### src/rtl/mult_div_unit_if.sv
// Control-unit <-> multiply/divide unit handshake and result bus.
interface mult_div_unit_if;
    logic        start;
    logic        op;
    logic [31:0] a;
    logic [31:0] b;
    logic [31:0] hi;
    logic [31:0] lo;
    logic        busy;
    logic        done;
    logic        div0;

    modport master (output start, op, a, b, input hi, lo, busy, done, div0);
    modport slave  (input start, op, a, b, output hi, lo, busy, done, div0);
endinterface

### src/rtl/mult_div_unit.sv
// Iterative 32-bit signed multiply (radix-2 Booth) / divide (restoring) unit.
// Fixed latency: 32 iteration cycles plus one finalise cycle; divide-by-zero skips RUN.
module mult_div_unit (
    input  logic            clk_i,
    input  logic            rst_ni,
    mult_div_unit_if.slave  bus
);
    typedef enum logic [1:0] {IDLE, RUN, DONE} state_e;

    state_e      state_q;
    logic [5:0]  cnt_q;
    logic        op_q;
    logic [32:0] acc_q;     // Booth partial product (high) / partial remainder
    logic [32:0] m_q;       // sign-extended multiplicand / divisor magnitude
    logic [31:0] mq_q;      // multiplier (low) / dividend-then-quotient
    logic        q1_q;
    logic        neg_quo_q;
    logic        neg_rem_q;
    logic [31:0] hi_q, lo_q;
    logic        busy_q, done_q, div0_q;

    logic [32:0] acc_d;
    logic [31:0] mq_d;
    logic        q1_d;
    logic [32:0] booth_sum;
    logic [32:0] rem_shift;
    logic [33:0] trial;
    logic [31:0] quo_fix, rem_fix;
    logic [31:0] res_hi, res_lo;
    logic [31:0] abs_a, abs_b;

    assign abs_a = bus.a[31] ? -bus.a : bus.a;
    assign abs_b = bus.b[31] ? -bus.b : bus.b;

    always_comb begin
        acc_d     = acc_q;
        mq_d      = mq_q;
        q1_d      = q1_q;
        booth_sum = acc_q;
        rem_shift = {acc_q[31:0], mq_q[31]};
        trial     = {1'b0, rem_shift} - {1'b0, m_q};
        case ({mq_q[0], q1_q})
            2'b01:   booth_sum = acc_q + m_q;
            2'b10:   booth_sum = acc_q - m_q;
            default: booth_sum = acc_q;
        endcase
        if (!op_q) begin
            acc_d = {booth_sum[32], booth_sum[32:1]};
            mq_d  = {booth_sum[0], mq_q[31:1]};
            q1_d  = mq_q[0];
        end else if (!trial[33]) begin
            acc_d = trial[32:0];
            mq_d  = {mq_q[30:0], 1'b1};
        end else begin
            acc_d = rem_shift;
            mq_d  = {mq_q[30:0], 1'b0};
        end
        // Quotient truncates toward zero; remainder follows the dividend's sign.
        quo_fix = neg_quo_q ? -mq_q : mq_q;
        rem_fix = neg_rem_q ? -acc_q[31:0] : acc_q[31:0];
        res_hi  = op_q ? rem_fix : acc_q[31:0];
        res_lo  = op_q ? quo_fix : mq_q;
    end

    always_ff @(posedge clk_i or negedge rst_ni) begin
        if (!rst_ni) begin
            state_q   <= IDLE;
            cnt_q     <= '0;
            op_q      <= 1'b0;
            acc_q     <= '0;
            m_q       <= '0;
            mq_q      <= '0;
            q1_q      <= 1'b0;
            neg_quo_q <= 1'b0;
            neg_rem_q <= 1'b0;
            hi_q      <= '0;
            lo_q      <= '0;
            busy_q    <= 1'b0;
            done_q    <= 1'b0;
            div0_q    <= 1'b0;
        end else begin
            done_q <= 1'b0;
            case (state_q)
                IDLE: begin
                    if (bus.start) begin
                        cnt_q     <= '0;
                        op_q      <= bus.op;
                        acc_q     <= '0;
                        q1_q      <= 1'b0;
                        neg_quo_q <= bus.a[31] ^ bus.b[31];
                        neg_rem_q <= bus.a[31];
                        busy_q    <= 1'b1;
                        if (bus.op) begin
                            m_q  <= {1'b0, abs_b};
                            mq_q <= abs_a;
                        end else begin
                            m_q  <= {bus.a[31], bus.a};
                            mq_q <= bus.b;
                        end
                        if (bus.op && (bus.b == '0)) begin
                            state_q <= DONE;
                            done_q  <= 1'b1;
                            div0_q  <= 1'b1;
                        end else begin
                            state_q <= RUN;
                            div0_q  <= 1'b0;
                        end
                    end
                end
                RUN: begin
                    if (cnt_q == 6'd32) begin
                        hi_q    <= res_hi;
                        lo_q    <= res_lo;
                        done_q  <= 1'b1;
                        state_q <= DONE;
                    end else begin
                        acc_q <= acc_d;
                        mq_q  <= mq_d;
                        q1_q  <= q1_d;
                        cnt_q <= cnt_q + 6'd1;
                    end
                end
                DONE: begin
                    state_q <= IDLE;
                    busy_q  <= 1'b0;
                end
                default: begin
                    state_q <= IDLE;
                    busy_q  <= 1'b0;
                end
            endcase
        end
    end

    assign bus.hi   = hi_q;
    assign bus.lo   = lo_q;
    assign bus.busy = busy_q;
    assign bus.done = done_q;
    assign bus.div0 = div0_q;
endmodule

### src/flat_wrapper.sv
// flat-port wrapper written by rule: the top's interface ports become plain ports
module mult_div_unit_flat 
  (clk_i, rst_ni, bus_start, bus_op, bus_a, bus_b, bus_hi, bus_lo, bus_busy, bus_done, bus_div0);
  mult_div_unit_if bus_i ();
  input  logic clk_i;
  input  logic rst_ni;
  input wire logic [$bits(bus_i.start)-1:0] bus_start;
  input wire logic [$bits(bus_i.op)-1:0] bus_op;
  input wire logic [$bits(bus_i.a)-1:0] bus_a;
  input wire logic [$bits(bus_i.b)-1:0] bus_b;
  output wire logic [$bits(bus_i.hi)-1:0] bus_hi;
  output wire logic [$bits(bus_i.lo)-1:0] bus_lo;
  output wire logic [$bits(bus_i.busy)-1:0] bus_busy;
  output wire logic [$bits(bus_i.done)-1:0] bus_done;
  output wire logic [$bits(bus_i.div0)-1:0] bus_div0;
  assign bus_i.start = bus_start;
  assign bus_i.op = bus_op;
  assign bus_i.a = bus_a;
  assign bus_i.b = bus_b;
  assign bus_hi = bus_i.hi;
  assign bus_lo = bus_i.lo;
  assign bus_busy = bus_i.busy;
  assign bus_done = bus_i.done;
  assign bus_div0 = bus_i.div0;
  mult_div_unit u_core (.clk_i(clk_i), .rst_ni(rst_ni), .bus(bus_i));
endmodule
### config.mk
export PLATFORM = sky130hd
export DESIGN_NAME = mult_div_unit_flat
export DESIGN_NICKNAME = d
export VERILOG_FILES = /design/src/rtl/mult_div_unit_if.sv /design/src/rtl/mult_div_unit.sv /design/src/flat_wrapper.sv
export SDC_FILE = /design/constraint.sdc
export NUM_CORES = 1
export LEC_CHECK = 0
export ABC_AREA = 1
export CAP_MARGIN = 20
export CORE_MARGIN = 2
export CORE_UTILIZATION = 37
export CTS_CLUSTER_SIZE = 28
export DETAILED_ROUTE_END_ITERATION = 12
export MAX_ROUTING_LAYER = met4
export PLACE_DENSITY_LB_ADDON = 0.3
export SLEW_MARGIN = 0
export SYNTH_ARGS = -nofsm -noshare
export SYNTH_HDL_FRONTEND = slang
export SYNTH_SLANG_ARGS = --single-unit
### constraint.sdc
create_clock -name clk_i -period 6.3 [get_ports clk_i]
set_input_delay 0.63 -clock clk_i [delete_from_list [all_inputs] [get_ports clk_i]]
set_output_delay 0.63 -clock clk_i [all_outputs]
set_load 0.02 [all_outputs]
==> results of run 1 <==
worst min path at each step:
stage                                  from           endpoint  slack (ns)  cells past startpoint
after floorplan                      rst_ni    u_core.acc_q[0]        0.33                      0
after global placement    u_core.bus.hi[19]  u_core.bus.hi[19]        0.46                      2
after detailed placement  u_core.bus.hi[22]  u_core.bus.hi[22]        0.46                      2
after CTS                            rst_ni     u_core.m_q[10]        0.24                      1
after global routing                 rst_ni     u_core.m_q[14]        0.27                      1
final                                rst_ni     u_core.m_q[10]        0.21                      1
layer usage:
| layer | routed length [µm] | track usage (%) |
|---|---|---|
| met1 | 31800 | 40.1 |
| met2 | 32100 | 45.4 |
| met3 | 6300 | 4.67 |
| met4 | 2820 | 11.6 |
| met5 | 0 | - |
per-stage QoR:
stage | setup slack (ns) | area, µm² | util, %
CTS | 2.04 | 20400 | 42.6
global route | 1.66 | 20400 | 42.7
floorplan | 3.25 | 17900 | -
finish | 2.00 | 20400 | 42.7
detailed placement | 2.03 | 19700 | 41.4
global placement | 2.07 | 19700 | 41.4
worst reg2reg max path, stage by stage (launching register included):
cell     delay (ns)
dfrtp_1        0.46
nor3_1         0.23
nand3_1        0.19
nor2_1         0.16
nand2_1        0.19
nor2_1         0.20
nand2_1        0.20
nor2_1         0.26
nand2_1        0.09
nand2_1        0.17
nand3_1        0.12
nand2_1        0.08
nand2_1        0.12
ha_1           0.43
nand2_1        0.15
nor2_1         0.23
inv_1          0.09
nor3_1         0.18
nand2_1        0.10
nand3_1        0.10
nand3_1        0.16
a21oi_1        0.20
nand2_1        0.07
nand2_1        0.06
kinds of logic after synthesis:
logic type               after synthesis  synth area share, %
buffers and inverters                545                 11.6
XOR/XNOR                              92                 4.49
AND/OR/NAND/NOR                     1610                 37.9
flip-flops                           177                 24.7
adder cells (fa/ha/maj)               75                 5.32
AO/OA/AOI/OAI                        522                 15.9
synth_stat cells, types with 4 or more instances:
| master | n | area, µm² |
|---|---|---|
| buf_2 | 10 | 50.1 |
| or2_2 | 15 | 93.8 |
| nor4_1 | 12 | 75.1 |
| nand2_1 | 910 | 3420 |
| and2_1 | 7 | 43.8 |
| o22ai_1 | 4 | 25.0 |
| o211ai_1 | 15 | 113 |
| o21ai_1 | 4 | 20.0 |
| inv_1 | 429 | 1610 |
| xnor2_1 | 10 | 87.6 |
| o21ai_0 | 188 | 941 |
| a21oi_1 | 243 | 1220 |
| o221ai_1 | 12 | 105 |
| a22oi_1 | 10 | 75.1 |
| nand2_2 | 4 | 25.0 |
| clkinv_1 | 4 | 15.0 |
| xor2_1 | 82 | 718 |
| nand3b_1 | 18 | 135 |
| inv_2 | 5 | 18.8 |
| ha_1 | 73 | 913 |
| o31ai_1 | 11 | 82.6 |
| nand4_1 | 56 | 350 |
| nor2_2 | 8 | 50.1 |
| nand3_1 | 225 | 1130 |
| nor2_1 | 298 | 1120 |
| o21bai_1 | 11 | 82.6 |
| nor3_1 | 43 | 215 |
| clkbuf_1 | 86 | 323 |
| buf_1 | 7 | 26.3 |
| dfrtp_1 | 177 | 4430 |
| a31oi_1 | 10 | 62.6 |
registers in the layout, summed over array words and instances, names as in the netlist:
| name | count |
|---|---|
| u_core.q1_q | 1 |
| u_core.op_q | 1 |
| u_core.mq_q | 32 |
| u_core.bus.done | 1 |
| u_core.bus.busy | 1 |
| u_core.bus.lo | 32 |
| u_core.bus.hi | 32 |
| u_core.neg_quo_q | 1 |
| u_core.neg_rem_q | 1 |
| u_core.m_q | 33 |
| u_core.bus.div0 | 1 |
| u_core.acc_q | 33 |
| u_core.state_q | 2 |
| u_core.cnt_q | 6 |
area by class of cell:
type / instances / area share [%]
tap: 615 / 3.78
clock buffer: 17 / 2.09
antenna: 1 / 0.0123
clock inverter: 15 / 0.946
multi-input combinational: 2299 / 56.1
timing repair buffer: 152 / 7.24
sequential: 177 / 21.8
inverter: 438 / 8.07
cell usage in the layout, fill, tap and decap left out, types with 12 or more instances in the layout:
cell type	instances
nor2_1	297
xor2_1	82
inv_1	428
or2_2	15
a21oi_1	243
clkbuf_16	17
o211ai_1	15
nand4_1	56
dfrtp_1	176
nand3b_1	18
o21ai_0	188
nand2_1	910
buf_4	18
o221ai_1	12
nor3_1	43
clkdlybuf4s50_1	132
ha_1	73
nand3_1	225
nor4_1	12
==> summary.md, run 1 <==
| Metric | Value |
|---|---|
| Critical path origin | u_core.m_q[0] |
| Rel. slew slack | 25.2% |
| Syn Area/Cell | roughly 5.9 µm² |
| Total track usage | 30.0% |
| Final worst-path cycle share | about two thirds |
| Detailed-route DRC error count | 0 |
| Critical path arrival | 4.69 ns |
| Hold buffer count at cts | 0 |
| Die W | about 220 µm |
| Peak Freq | ~230 MHz |
| Kind of cell adding the most delay to the critical path | simple AND/OR/NAND/NOR gates |
| Crit-path slowest cell | dfrtp_1 |
| Share of layout cells above drive strength 1 | under 10% |
| Area of the multi-input gates | 11400 µm² |
| Vias per cell | between 5 and 6 |
| Clock tree sinks | 177 |
| DR WL/cell | 19.7 µm |
| P&R area growth vs syn | 13.6% |
| Layout fillers | 5191 |
| Die Y | about 220 µm |
| Sequential share of the synthesized area | approximately a quarter |
| Endpoints failing hold | 0 |
| Number of global-route vias before repair | about 19000 |
| Total of max-cap violations | 0 |
| Min Tclk post-route | about 4.3 ns |
| Initial Utilization | 37.5% |
| Startpoint Class | flip-flop |
| Post-synth EDFFs | 0 |
| Die ar. | ~50000 µm² |
| Largest net degree at the start of global routing | 86 |
| Hold slack | between 0.2 and 0.25 ns |
| First-pass DRT Iterations | 6 |
| CP peak stage delay | 0.46 ns |
| Synth cell types | 51 |
| Pins Over Slew Limit | 0 |
| Crit Path Max Fanout | 5 |
| Post-route setup TNS | 0 ns |
| Synthesized cell area | 17900 µm² |
| CTS tree | yes |
| Main synth FF type | dfrtp_1 |
| Dpl cells | 3681 |
| Post-synthesis register bit count | 177 |
| CP Cell Sequence | nor3_1 -> nand3_1 -> nor2_1 -> nand2_1 -> nor2_1 -> nand2_1 -> nor2_1 -> nand2_1 -> nand2_1 -> nand3_1 -> nand2_1 -> nand2_1 -> ha_1 -> nand2_1 -> nor2_1 -> inv_1 -> nor3_1 -> nand2_1 -> nand3_1 -> nand3_1 -> a21oi_1 -> nand2_1 -> nand2_1 |
| R2r worst-path depth | 23 |
| RR Endpoint | u_core.acc_q[26] |
| Critical path class | flip-flop to flip-flop |
| Worst Setup End Kind | flip-flop |
| Via count | 20200 |
| Post-CTS Setup Bufs | 0 |
| Ys async rst share | 100% |
| Post_cts resized | 0 |
| CTS root buffer | clkbuf_16 |
| Port bufs | 134 |
| TritonCTS Buffers | 17 |
| Register area | between 4000 and 5000 µm² |
| Floorplan core area | 47700 µm² |
| Hpwl dp | roughly 57 mm |
| Worst-path clk slew | 0.08 ns |
| Most Frequent Cell on Critical Path | nand2_1 |
| Worst Setup EP | u_core.acc_q[26] |
| Outcome | complete, no violations |
| Nets | 3228 |
| Initial antenna violation count | 1 |
| Final Non-Filler Cells | 3714 |
| RSZ-0062 raised after global routing | no |
| Hold Path Class | input port to asynchronous set/reset pin |
| CP required | 6.70 ns |
| First-pass GRT wire length | 112 mm |
| Drt total wl | 73.1 mm |
| Longest Clk Path Bufs | 2 |
| Max H-tree Level | 4 |
| Worst slew pin tran | 1.12 ns |
| Grt ovf | 0 |
| Row count | 80 |
| Syn. warnings | 0 |
| Clock Latency Late Sink | ~0.47 ns |
| DRT iter0 DRCs | 2258 |
| Flop-to-flop setup slack | 2.00 ns |
| Number of antenna-violating nets in the routed design | 0 |
| Syn Inst Count | 3021 |
| Gpl congestion | 1.02 |
| Top Ports | 135 |
| Crit path depth | 23 |
| Crit Reg-Reg Startpoint | u_core.m_q[0] |
| Clock Skew | 0.0129 ns |
| WP buf/inv | 1 |
| Syn Nets | 3164 |
| Setup Viol. Count Final | 0 |
Power of run 1 is left out: the tool's default activity adds up to more than one toggle a clock period on the data nets, which glitch-free logic cannot reach.
==> run 2, diff against run 1 <==
==> constraint.sdc (replaced) <==
create_clock -name clk_i -period 3.9 [get_ports clk_i]
set_input_delay 0.39 -clock clk_i [delete_from_list [all_inputs] [get_ports clk_i]]
set_output_delay 0.39 -clock clk_i [all_outputs]
set_load 0.02 [all_outputs]
==> run 2 against run 1 <==
Clock-buffer cell count did not move. Hold slack improved by 0.27 ns. Register-to-register slack got worse by 1.7 ns. Critical path depth fell by 2. First-iteration DRC count fell by 0.71%. Critical endpoint is now u_core.acc_q[24]. Highest routed layer unchanged. Maximum frequency rose by 20%. Clock skew rose by 0.0012 ns. Via count rose by 0.17%. Design area rose by 1.9%. Critical path type unchanged.
==> summary.md, run 2 (synthesized netlist as in run 1, its figures left out) <==
| Metric | Value |
|---|---|
| Die Y | 224 µm |
| Grt ovf | 0 |
| DR WL/cell | 19.5 µm |
| Setup Viol. Count Final | 0 |
| Total of max-cap violations | 0 |
| Longest Clk Path Bufs | 2 |
| CTS tree | yes |
| Startpoint Class | flip-flop |
| Worst Setup End Kind | flip-flop |
| Hold slack | roughly 0.48 ns |
| Final worst-path cycle share | 91.5% |
| Commonest non-fill, non-tap cell in the layout | nand2_1 |
| Drt total wl | 73.1 mm |
| Most frequent cells in the layout | nand2_1, inv_1, nor2_1 |
| Floorplan core area | 47700 µm² |
| Min Tclk post-route | approximately 3.6 ns |
| Clock tree sinks | 177 |
| Pins Over Slew Limit | 0 |
| Hpwl dp | 58.7 mm |
| Outcome | complete, no violations |
| Clock Skew | 0.0141 ns |
| Post-layout worst setup margin | 0.332 ns |
| P&R area growth vs syn | 15.8% |
| DRT iter0 DRCs | 2242 |
| Nets | around 3300 |
| Rel. slew slack | 31.9% |
| Top Ports | 135 |
| TritonCTS Buffers | 17 |
| Endpoints failing hold | 0 |
| Via count | approximately 20000 |
| Number of antenna-violating nets in the routed design | 0 |
| Port bufs | 134 |
| Total track usage | just over 30% |
| Peak Freq | around 280 MHz |
| CTS root buffer | clkbuf_16 |
| Gpl congestion | between 1 and 1.5 |
| Worst-path clk slew | 0.07 ns |
| Hold Path Class | flip-flop to flip-flop |
| Crit Path Max Fanout | 5 |
| Die ar. | 50200 µm² |
| Pre-CTS WS | 0.234 ns |
| Share of layout cells above drive strength 1 | 4.81% |
| Initial antenna violation count | 2 |
| Critical path arrival | 3.95 ns |
| Top flop regs | u_core.acc_q (33), u_core.m_q (33) |
| CP required | 4.28 ns |
| Post-CTS Setup Bufs | 0 |
| Max H-tree Level | 4 |
| Number of global-route vias before repair | around 19000 |
| Layout fillers | 5109 |
| Initial Utilization | between 30% and 40% |
| First-pass GRT wire length | about 110 mm |
| Detailed-route DRC error count | 0 |
| Row count | 80 |
| Core Util, Final | ~43% |
| First-pass DRT Iterations | 6 |
| Largest net degree at the start of global routing | 89 |
| Worst slew pin tran | 1.02 ns |
| Die W | 224 µm |
| Clock Latency Late Sink | 0.50 ns |
| Vias per cell | about 5.4 |
| Critical path class | flip-flop to flip-flop |
[run 2: timing repair]
action / CTS / global route
resized for setup: 0 / 11
hold buffers: 1 / 0
hold endpoints to repair: 84 / 0
endpoints found under the setup margin: 0 / 18
[run 2: final cells by class]
type	instances	area, µm²	share of cell area [%]
clock buffer	17	425	2.05
antenna	3	7.51	0.0362
clock inverter	15	195	0.941
tap	615	769	3.71
sequential	177	4430	21.4
multi-input combinational	2299	11500	55.2
timing repair buffer	194	1820	8.76
inverter	438	1640	7.92
[run 2: per-layer routing]
layer	track usage [%]	wire length, µm	vias up
met4	14.9	3620	0
met1	39.6	31500	9281
met2	45.5	32000	895
li1	-	-	9949
met5	-	0	-
met3	4.67	6020	155
[run 2: worst max-delay path, cell delays in order, from the launching register on]
cell      delay, ns
dfrtp_1        0.42
inv_1          0.10
ha_1           0.17
nand2_1        0.08
nor2_2         0.19
nand3_1        0.15
nor3_2         0.20
a31oi_1        0.17
a21oi_1        0.18
xor2_1         0.26
ha_1           0.39
nand2_1        0.15
inv_1          0.09
nand2_1        0.07
nand3_1        0.09
o21bai_1       0.17
nor2_1         0.15
nand3_1        0.09
nand3_1        0.10
nand2_1        0.08
nand3_1        0.09
nand2_1        0.06
[run 2: path summary, 6_finish.rpt]
| kind | from | slack [ns] | end | cells past startpoint |
|---|---|---|---|---|
| max in group asynchronous | rst_ni | 2.36 | u_core.bus.hi[3] | 3 |
| hold / removal | u_core.bus.hi[17] | 0.48 | u_core.bus.hi[17] | 2 |
| setup reg to reg | u_core.m_q[0] | 0.33 | u_core.acc_q[24] | 21 |
| hold reg to reg | u_core.bus.hi[17] | 0.48 | u_core.bus.hi[17] | 2 |
| setup / recovery | u_core.m_q[0] | 0.33 | u_core.acc_q[24] | 21 |
| min in group asynchronous | rst_ni | 0.53 | u_core.cnt_q[1] | 2 |
[run 2: metrics by stage]
step / TNS, ns / std cells / area [µm²]
final: 0 / 3758 / 20800
after global routing: -0.0128 / 3757 / 20700
after floorplan: 0 / 3021 / 17900
after CTS: 0 / 3755 / 20700
after detailed placement: 0 / 3722 / 20100
after global placement: 0 / 3722 / 20100
Power of run 2 is left out for the same reason.
==> run 3, diff against run 2 <==
--- a/config.mk
+++ b/config.mk
@@ -9,7 +9,6 @@
 export CAP_MARGIN = 20
 export CORE_MARGIN = 2
 export CORE_UTILIZATION = 37
-export CTS_CLUSTER_SIZE = 28
 export DETAILED_ROUTE_END_ITERATION = 12
 export MAX_ROUTING_LAYER = met4
 export PLACE_DENSITY_LB_ADDON = 0.3
==> constraint.sdc (replaced) <==
create_clock -name clk_i -period 3.2 [get_ports clk_i]
set_input_delay 0.32 -clock clk_i [delete_from_list [all_inputs] [get_ports clk_i]]
set_output_delay 0.32 -clock clk_i [all_outputs]
set_load 0.02 [all_outputs]
==> run 3 against run 2 <==
The flow now finishes with violations (negative setup slack). Die area unchanged. Global-route usage up 0.78 points. Non-clock buffer count up 129. Maximum frequency up 10%. Hold slack worse by 0.044 ns. Critical path depth up 3. Via count up 4.0%. Sequential cell count unchanged. Clock-buffer cell count up 3.
==> summary.md, run 3 (synthesized netlist as in run 1, its figures left out) <==
| Metric | Value |
|---|---|
| Max H-tree Level | 4 |
| RSZ-0062 raised after global routing | yes |
| Final Non-Filler Cells | ~4000 |
| Detailed-route DRC error count | 0 |
| Top flop regs | u_core.acc_q (33), u_core.m_q (33) |
| Clock Skew | 0.0173 ns |
| P&R area growth vs syn | 26.0% |
| Grt ovf | 0 |
| Critical path arrival | approximately 3.7 ns |
| Total track usage | 31.0% |
| Crit Path Max Fanout | 3 |
| Dpl cells | ~3800 |
| DRT iter0 DRCs | 2397 |
| CTS tree | yes |
| Min Tclk post-route | between 3 and 4 ns |
| Die Y | 224 µm |
| Largest net degree at the start of global routing | about 110 |
| Floorplan core area | about 48000 µm² |
| Final worst-path cycle share | 101% |
| First-pass DRT Iterations | 8 |
| Rel. slew slack | 44.5% |
| Die W | 224 µm |
| Worst-path clk slew | 0.08 ns |
| Initial Utilization | 37.5% |
| Longest Clk Path Bufs | 2 |
| Pins Over Slew Limit | 0 |
| DR WL/cell | 19.6 µm |
| Number of global-route vias before repair | 19400 |
| Number of antenna-violating nets in the routed design | 0 |
| Layout fillers | 4997 |
| Commonest non-fill, non-tap cell in the layout | nand2_1 |
| Post-route setup TNS | -0.0312 ns |
| Failing checks | negative setup slack |
| Drt total wl | 76.3 mm |
| Row count | 80 |
| Nets | 3399 |
| Initial antenna violation count | 0 |
| Critical path class | flip-flop to flip-flop |
| Hpwl dp | 59.7 mm |
| Worst Setup End Kind | flip-flop |
| Post-layout worst setup margin | -0.0312 ns |
| Share of layout cells above drive strength 1 | 13.7% |
| Flop-to-flop setup slack | -0.03 ns |
| Clock Latency Late Sink | 0.50 ns |
| Total of max-cap violations | 0 |
| CTS root buffer | clkbuf_16 |
| Peak Freq | 309 MHz |
| Hold Path Class | input port to asynchronous set/reset pin |
| Startpoint Class | flip-flop |
| First-pass GRT wire length | 115 mm |
| Port bufs | 134 |
| TritonCTS Buffers | 17 |
| Gpl congestion | between 1 and 1.5 |
| Worst slew pin tran | between 0.8 and 0.9 ns |
| CP required | 3.64 ns |
| Hold slack | 0.436 ns |
| Via count | around 21000 |
| Setup Viol. Count Final | 1 |
| Most frequent cells in the layout | nand2_1, inv_1, nor2_1 |
| Diode count | 0 |
| Core Util, Final | 47.3% |
| Clock tree sinks | between 150 and 200 |
| Vias per cell | 5.43 |
| Die ar. | 50200 µm² |
| Outcome | finished with violations |
| Top Ports | between 100 and 150 |
| Endpoints failing hold | 0 |
run 3: changes by cell type in the layout (fill, tap and decap cells not counted), sizes merged:
cell	change
diode	-3
clkinv	+1
clkbuf	+3
inv	-2
bufinv	-2
buf	+129
run 3: path summary, 6_finish.rpt:
kind	start	cells after the start	endpoint
max	u_core.m_q[1]	24	u_core.acc_q[30]
min	rst_ni	2	u_core.cnt_q[2]
max reg2reg	u_core.m_q[1]	24	u_core.acc_q[30]
min reg2reg	u_core.bus.hi[22]	2	u_core.bus.hi[22]
max in group asynchronous	rst_ni	3	u_core.acc_q[25]
min in group clk_i	u_core.bus.hi[22]	2	u_core.bus.hi[22]
run 3: metrics by stage:
stage / setup slack (ns) / instance area (µm²)
after detailed placement: -0.316 / 21000
after global routing: -0.214 / 22600
after CTS: -0.0570 / 22100
after floorplan: 0.154 / 17900
after global placement: -0.261 / 21000
final: -0.0312 / 22600
run 3: metal layers:
layer / up-vias / share of wire (%) / track usage [%]
li1: 10200 / - / -
met1: 9741 / 42 / 40.2
met2: 968 / 45 / 47.7
met3: 181 / 8.4 / 5.56
met4: 0 / 4.5 / 12.9
met5: - / 0 / -
run 3: final cells by class:
type	instances	area, µm²	area share (%)
multi-input cells	2299	12400	54.7
clock buffers	20	447	1.98
flip-flops and latches	177	4430	19.6
clock inverters	12	124	0.548
repair buffers	323	2810	12.4
well taps	615	769	3.41
inverters	438	1650	7.30
run 3: worst max-delay path, cell delays in order (launching register included):
cell and delay, ns:
dfrtp_1 0.42, inv_2 0.07, ha_2 0.19, nand2_2 0.08, nor2_4 0.14, nand3_4 0.09
nor3_4 0.16, nand2_1 0.09, nand2_2 0.08, o21ai_2 0.08, a21oi_2 0.16, xor2_2 0.24
ha_1 0.28, buf_4 0.15, nand2_1 0.09, nor2_1 0.06, nand2_1 0.10, inv_1 0.06
a21oi_2 0.14, nand2_1 0.08, nand2_1 0.06, nand3_1 0.07, a21oi_2 0.16, nand2_1 0.07
nand2_1 0.05
run 3: timing repair:
| item | CTS | global route |
|---|---|---|
| resized for setup | 95 | 137 |
| setup endpoints to repair | 21 | 25 |
| buffers inserted | 8 | 2 |
| pin swaps | 38 | 78 |
| hold buffers | 1 | 0 |
| hold endpoints to repair | 89 | 0 |
Power of run 3 is left out for the same reason.
